### config.mk
export PLATFORM = sky130hd
export DESIGN_NAME = multicycle_control
export DESIGN_NICKNAME = d
export VERILOG_FILES = /design/src/rtl/multicycle_control.sv
export SDC_FILE = /design/constraint.sdc
export NUM_CORES = 1
export LEC_CHECK = 0
export CAP_MARGIN = 20
export CELL_PAD_IN_SITES_DETAIL_PLACEMENT = 1
export CELL_PAD_IN_SITES_GLOBAL_PLACEMENT = 1
export CORE_MARGIN = 3
export CORE_UTILIZATION = 27
export DETAILED_ROUTE_END_ITERATION = 6
export PLACE_DENSITY = 0.9
export SLEW_MARGIN = 10
export SYNTH_ARGS = -nofsm -noshare
export SYNTH_HDL_FRONTEND = slang
export SYNTH_SLANG_ARGS = --single-unit
### constraint.sdc
create_clock -name clk -period 3.2 [get_ports clk]
set_input_delay 0.64 -clock clk [delete_from_list [all_inputs] [get_ports clk]]
set_output_delay 0.64 -clock clk [all_outputs]
set_load 0.05 [all_outputs]
### src/rtl/multicycle_control.sv
// Main controller for a multicycle RV32 subset core (lw, sw, R/I ALU ops, beq, jal).
// Moore FSM: outputs decode from the current state, with mem_ready/zero only where noted.
`timescale 1ns/1ps
module multicycle_control (
    input  logic       clk,
    input  logic       reset,
    input  logic [6:0] opcode,
    input  logic [2:0] funct3,
    input  logic       funct7b5,
    input  logic       zero,
    input  logic       mem_ready,
    output logic       pc_write,
    output logic       ir_write,
    output logic       mem_write,
    output logic       reg_write,
    output logic       adr_src,
    output logic       illegal,
    output logic [1:0] result_src,
    output logic [1:0] alu_src_a,
    output logic [1:0] alu_src_b,
    output logic [3:0] alu_control
);

    localparam logic [3:0] ALU_AND = 4'b0000;
    localparam logic [3:0] ALU_OR  = 4'b0001;
    localparam logic [3:0] ALU_ADD = 4'b0010;
    localparam logic [3:0] ALU_SUB = 4'b0110;

    localparam logic [6:0] OP_LW   = 7'b0000011;
    localparam logic [6:0] OP_SW   = 7'b0100011;
    localparam logic [6:0] OP_R    = 7'b0110011;
    localparam logic [6:0] OP_I    = 7'b0010011;
    localparam logic [6:0] OP_BEQ  = 7'b1100011;
    localparam logic [6:0] OP_JAL  = 7'b1101111;

    typedef enum logic [3:0] {
        S_FETCH, S_DECODE, S_MEMADR, S_MEMREAD, S_MEMWB, S_MEMWRITE,
        S_EXECUTER, S_EXECUTEI, S_ALUWB, S_BEQ, S_JAL, S_ILLEGAL
    } state_t;

    state_t state_q, state_d;
    logic   r_legal, i_legal;
    logic   fetch_go;

    always_ff @(posedge clk or posedge reset) begin
        if (reset) state_q <= S_FETCH;
        else       state_q <= state_d;
    end

    always_comb begin
        r_legal = ({funct7b5, funct3} == 4'b0000) || ({funct7b5, funct3} == 4'b1000) ||
                  ({funct7b5, funct3} == 4'b0111) || ({funct7b5, funct3} == 4'b0110);
        i_legal = (funct3 == 3'b000) || (funct3 == 3'b111) || (funct3 == 3'b110);
        // State already reads FETCH during reset; only its strobes need masking.
        fetch_go = mem_ready & ~reset;
    end

    always_comb begin
        state_d     = state_q;
        pc_write    = 1'b0;
        ir_write    = 1'b0;
        mem_write   = 1'b0;
        reg_write   = 1'b0;
        adr_src     = 1'b0;
        illegal     = 1'b0;
        result_src  = 2'b00;
        alu_src_a   = 2'b00;
        alu_src_b   = 2'b00;
        alu_control = ALU_ADD;
        case (state_q)
            S_FETCH: begin
                alu_src_b  = 2'b10;
                result_src = 2'b10;
                ir_write   = fetch_go;
                pc_write   = fetch_go;
                if (mem_ready) state_d = S_DECODE;
            end
            S_DECODE: begin
                alu_src_a = 2'b01;
                alu_src_b = 2'b01;
                case (opcode)
                    OP_LW, OP_SW: state_d = S_MEMADR;
                    OP_R:         state_d = r_legal ? S_EXECUTER : S_ILLEGAL;
                    OP_I:         state_d = i_legal ? S_EXECUTEI : S_ILLEGAL;
                    OP_BEQ:       state_d = S_BEQ;
                    OP_JAL:       state_d = S_JAL;
                    default:      state_d = S_ILLEGAL;
                endcase
            end
            S_MEMADR: begin
                alu_src_a = 2'b10;
                alu_src_b = 2'b01;
                state_d   = (opcode == OP_LW) ? S_MEMREAD : S_MEMWRITE;
            end
            S_MEMREAD: begin
                adr_src = 1'b1;
                if (mem_ready) state_d = S_MEMWB;
            end
            S_MEMWB: begin
                result_src = 2'b01;
                reg_write  = 1'b1;
                state_d    = S_FETCH;
            end
            S_MEMWRITE: begin
                adr_src   = 1'b1;
                mem_write = 1'b1;
                if (mem_ready) state_d = S_FETCH;
            end
            S_EXECUTER, S_EXECUTEI: begin
                alu_src_a = 2'b10;
                alu_src_b = (state_q == S_EXECUTEI) ? 2'b01 : 2'b00;
                case (funct3)
                    3'b111:  alu_control = ALU_AND;
                    3'b110:  alu_control = ALU_OR;
                    // Immediate form has no SUB; funct7b5 there is immediate bits.
                    default: alu_control = (funct7b5 && state_q == S_EXECUTER) ? ALU_SUB : ALU_ADD;
                endcase
                state_d = S_ALUWB;
            end
            S_ALUWB: begin
                reg_write = 1'b1;
                state_d   = S_FETCH;
            end
            S_BEQ: begin
                alu_src_a   = 2'b10;
                alu_control = ALU_SUB;
                pc_write    = zero;
                state_d     = S_FETCH;
            end
            S_JAL: begin
                alu_src_a = 2'b01;
                alu_src_b = 2'b10;
                pc_write  = 1'b1;
                state_d   = S_ALUWB;
            end
            S_ILLEGAL: begin
                illegal = 1'b1;
            end
            default: state_d = S_FETCH;
        endcase
    end

endmodule

==> qor.txt <==
status -> complete, no violations
crit-path max FO -> 13
final setup vio count -> 0
Leakage -> 0.3476 nW
Reg-to-Reg Start -> state_q[3]$_DFFE_PP0P_
area share of the largest cell type after synthesis -> 17.28%
largest family of logic cells by synthesized area -> simple AND/OR/NAND/NOR gates
initial drt markers -> 5
Max Slew Vio Count -> 0
Post-route DRC -> 0
Compound-Gate Fraction of Synth Area -> 30.67%
Sw Share -> 58.64%
Via density -> 5.230
VDD IR-drop max -> 313.6 uV
gr usage total -> 14.43%
mean post-synth cell area -> 7.241 um^2
Setup crit start kind -> flop
# fillers -> 265
CP endpoint kind -> output pin
WS Path Type -> flop to output pin
Critical Path RT -> 2.56 ns
Area Overhead vs Synth -> 52.70%
length in cells of the worst reg-to-reg path -> 4
largest net degree at the start of global routing -> 16
MaxCap Viol Count -> 0
Overflow after GRT -> 0
CTS H-tree depth -> 1
Post CTS Setup Buffer Count -> 0
Root Driver -> clkbuf_4
period utilization -> 92.02%
Inserted Clock Buffers -> 3
starting density of the core -> 28.94%
XOR/XNOR Fraction of Synth Area -> 3.024%
total power -> 0.8573 mW
largest reg by FF count -> state_q
post-synthesis register bit count -> 4
simple-gate share of the synthesized area -> 37.37%
register area share after synthesis -> 17.28%
area of the multi-input gates -> 421.7 um^2
Layout Skew -> 0.003796 ns
deepest clock path buffer count -> 2
Die X -> 52.32 um
final hold violation count -> 0
YS warnings -> 0
Post-Syn Area -> 579.3 um^2
# hold bufs at CTS -> 0
I/O Buffers -> 29
Core Footprint -> 2002 um^2
register area -> 100.1 um^2
synth unique cells -> 37
wirelength, routed -> 1808 um
area leader, netlist -> dfrtp_1
antenna violations before repair -> 0
Mapped Cells -> 80
CTS tree -> done
Crit Reg-Reg Endpoint -> state_q[0]$_DFFE_PP0P_
PD cells -> 969.2 nW/um^2
# resized after CTS -> 0
CTS clk-pin slew, worst paths -> 0.04 ns
Die Height -> 52.32 um
Highest Clock Rate -> 339.6 MHz
Least-Margin Pin Slew -> 0.5080 ns
max reg flops -> 4
row cnt -> 16
WL per Instance -> 13.39 um
Synth Area in Adders -> 0%
first-pass GRT wire length -> 3001 um
syn_nets -> 95
Hold Path Class -> input pin to async pin
I/O Pins -> 31
antenna violation net count after detailed routing -> 0
Worst slew margin -> 66.03%
part of the power in combinational logic -> 77.2%
share of post-route cells with drive strength above 1 -> 15.74%
Vias -> 706
largest cells by area after synthesis -> dfrtp_1 17%, nand2_1 5.2%, nor2_1 5.2%
Finished Core Util -> 44.19%
area of the die -> 2737 um^2
Largest regs -> state_q x4
clock power share -> 7.2%
Worst EP arrival -> 2.30 ns
Placer Congestion -> 0.7409
total internal power -> 0.3546 mW
multiplexer share of the synthesized area -> 0%
Layout Nets -> 125
ant diodes -> 0
vias in the first global route -> 716
Clock Sinks -> 4
Reg2Reg Setup Slack -> 1.59 ns
Worst-Skew Late Latency -> 0.23 ns
minimum clock period -> 2.945 ns
total negative slack -> 0 ns
Switching Power -> 0.5027 mW
drt pass-1 iters -> 4
RSZ-0062 raised after global routing -> false
Reg power frac -> 15.6%
Post-DP HPWL -> 1480 um
-- power groups by stage --
| stage | sequential [mW] | clock, mW | combinational [mW] |
|---|---|---|---|
| floorplan | 0.0935 | 0 | 0.519 |
| global placement | 0.132 | 0 | 0.652 |
| detailed placement | 0.134 | 0 | 0.664 |
| CTS | 0.134 | 0.0655 | 0.668 |
| global route | 0.142 | 0.0707 | 0.712 |
| finish | 0.134 | 0.0618 | 0.662 |
-- synth_stat cells --
cell type and count:
or3_4 1, inv_1 5, a31oi_1 3, nor4_2 1, nor2_1 8, buf_2 2
nor3b_1 1, and4b_1 1, nand3_1 3, o21a_1 2, a2111o_1 1, nor4_1 2
a21boi_0 1, o31ai_1 1, o211ai_1 1, xor2_1 2, nand4b_1 1, a31o_2 2
a311o_1 1, a211oi_1 1, dfrtp_1 4, conb_1 1, a211oi_2 1, a21o_1 1
nor2_4 1, clkbuf_8 2, nand2b_2 1, nand2b_1 2, nor3_1 3, nand2_1 8
and3_1 1, o21ai_0 5, buf_4 1, or3_1 3, nand4_1 1, a21oi_1 4
o21ba_2 1
-- area by class of cell --
type | instances | share of cell area [%]
repair buffers | 30 | 32.53
well taps | 27 | 3.819
inverters | 5 | 2.122
multi-input cells | 66 | 47.67
flip-flops and latches | 4 | 11.32
clock buffers | 3 | 2.546
-- metrics by stage --
stage          hold slack, ns  area (um^2)  setup WS, ns  instances
2_1_floorplan          0.4112        585.6        0.1471         80
3_3_place_gp           0.6876        862.1        0.5060        132
3_5_place_dp           0.6860        862.1        0.4945        132
4_1_cts                0.6043        884.6        0.2427        135
5_1_grt                0.6230        884.6       0.06488        135
6_report               0.6004        884.6        0.2554        135
-- critical path: stages, from the launching register on --
cell and delay (ns):
dfrtp_1 0.52, nand2b_2 0.29, nor2_1 0.28, o21a_1 0.18, clkdlybuf4s50_1 0.80
-- cell usage in the layout (no fill, tap or decap), drive strengths merged, types with 2 or more instances in the layout --
master	instances
inv	5
or3	4
dfrtp	4
o21a	2
a211oi	2
o21ai	5
nand3	3
clkbuf	3
buf	5
nand2b	3
a21oi	4
a31oi	3
clkdlybuf4s50	25
nor3	3
nand2	8
a31o	2
xor2	2
nor4	3
nor2	9
-- cells by family after synthesis --
logic type	count (synthesis)
buffers and inverters	10
AO/OA/AOI/OAI	25
flip-flops	4
AND/OR/NAND/NOR	38
other	1
XOR/XNOR	2
-- worst max-delay path by stage --
stage	startpoint	end	slack, ns	cells past startpoint
2_1_floorplan	state_q[0]$_DFFE_PP0P_	pc_write	0.15	3
3_3_place_gp	funct3[2]	alu_control[1]	0.51	3
3_5_place_dp	funct3[2]	alu_control[1]	0.49	3
4_1_cts	state_q[0]$_DFFE_PP0P_	alu_src_a[0]	0.24	4
5_1_grt	state_q[0]$_DFFE_PP0P_	alu_src_a[0]	0.06	4
6_report	state_q[3]$_DFFE_PP0P_	alu_src_a[0]	0.26	4
-- metal layers --
| layer | up-vias | global-route usage (%) | part of all wire, % |
|---|---|---|---|
| li1 | 351 | - | - |
| met1 | 332 | 16.72 | 43 |
| met2 | 21 | 25.83 | 52 |
| met3 | 2 | 1.140 | 4.7 |
| met4 | 0 | 7.660 | 0.50 |
| met5 | - | 0 | 0 |
No activity file was read; power rests on OpenSTA's default activity.
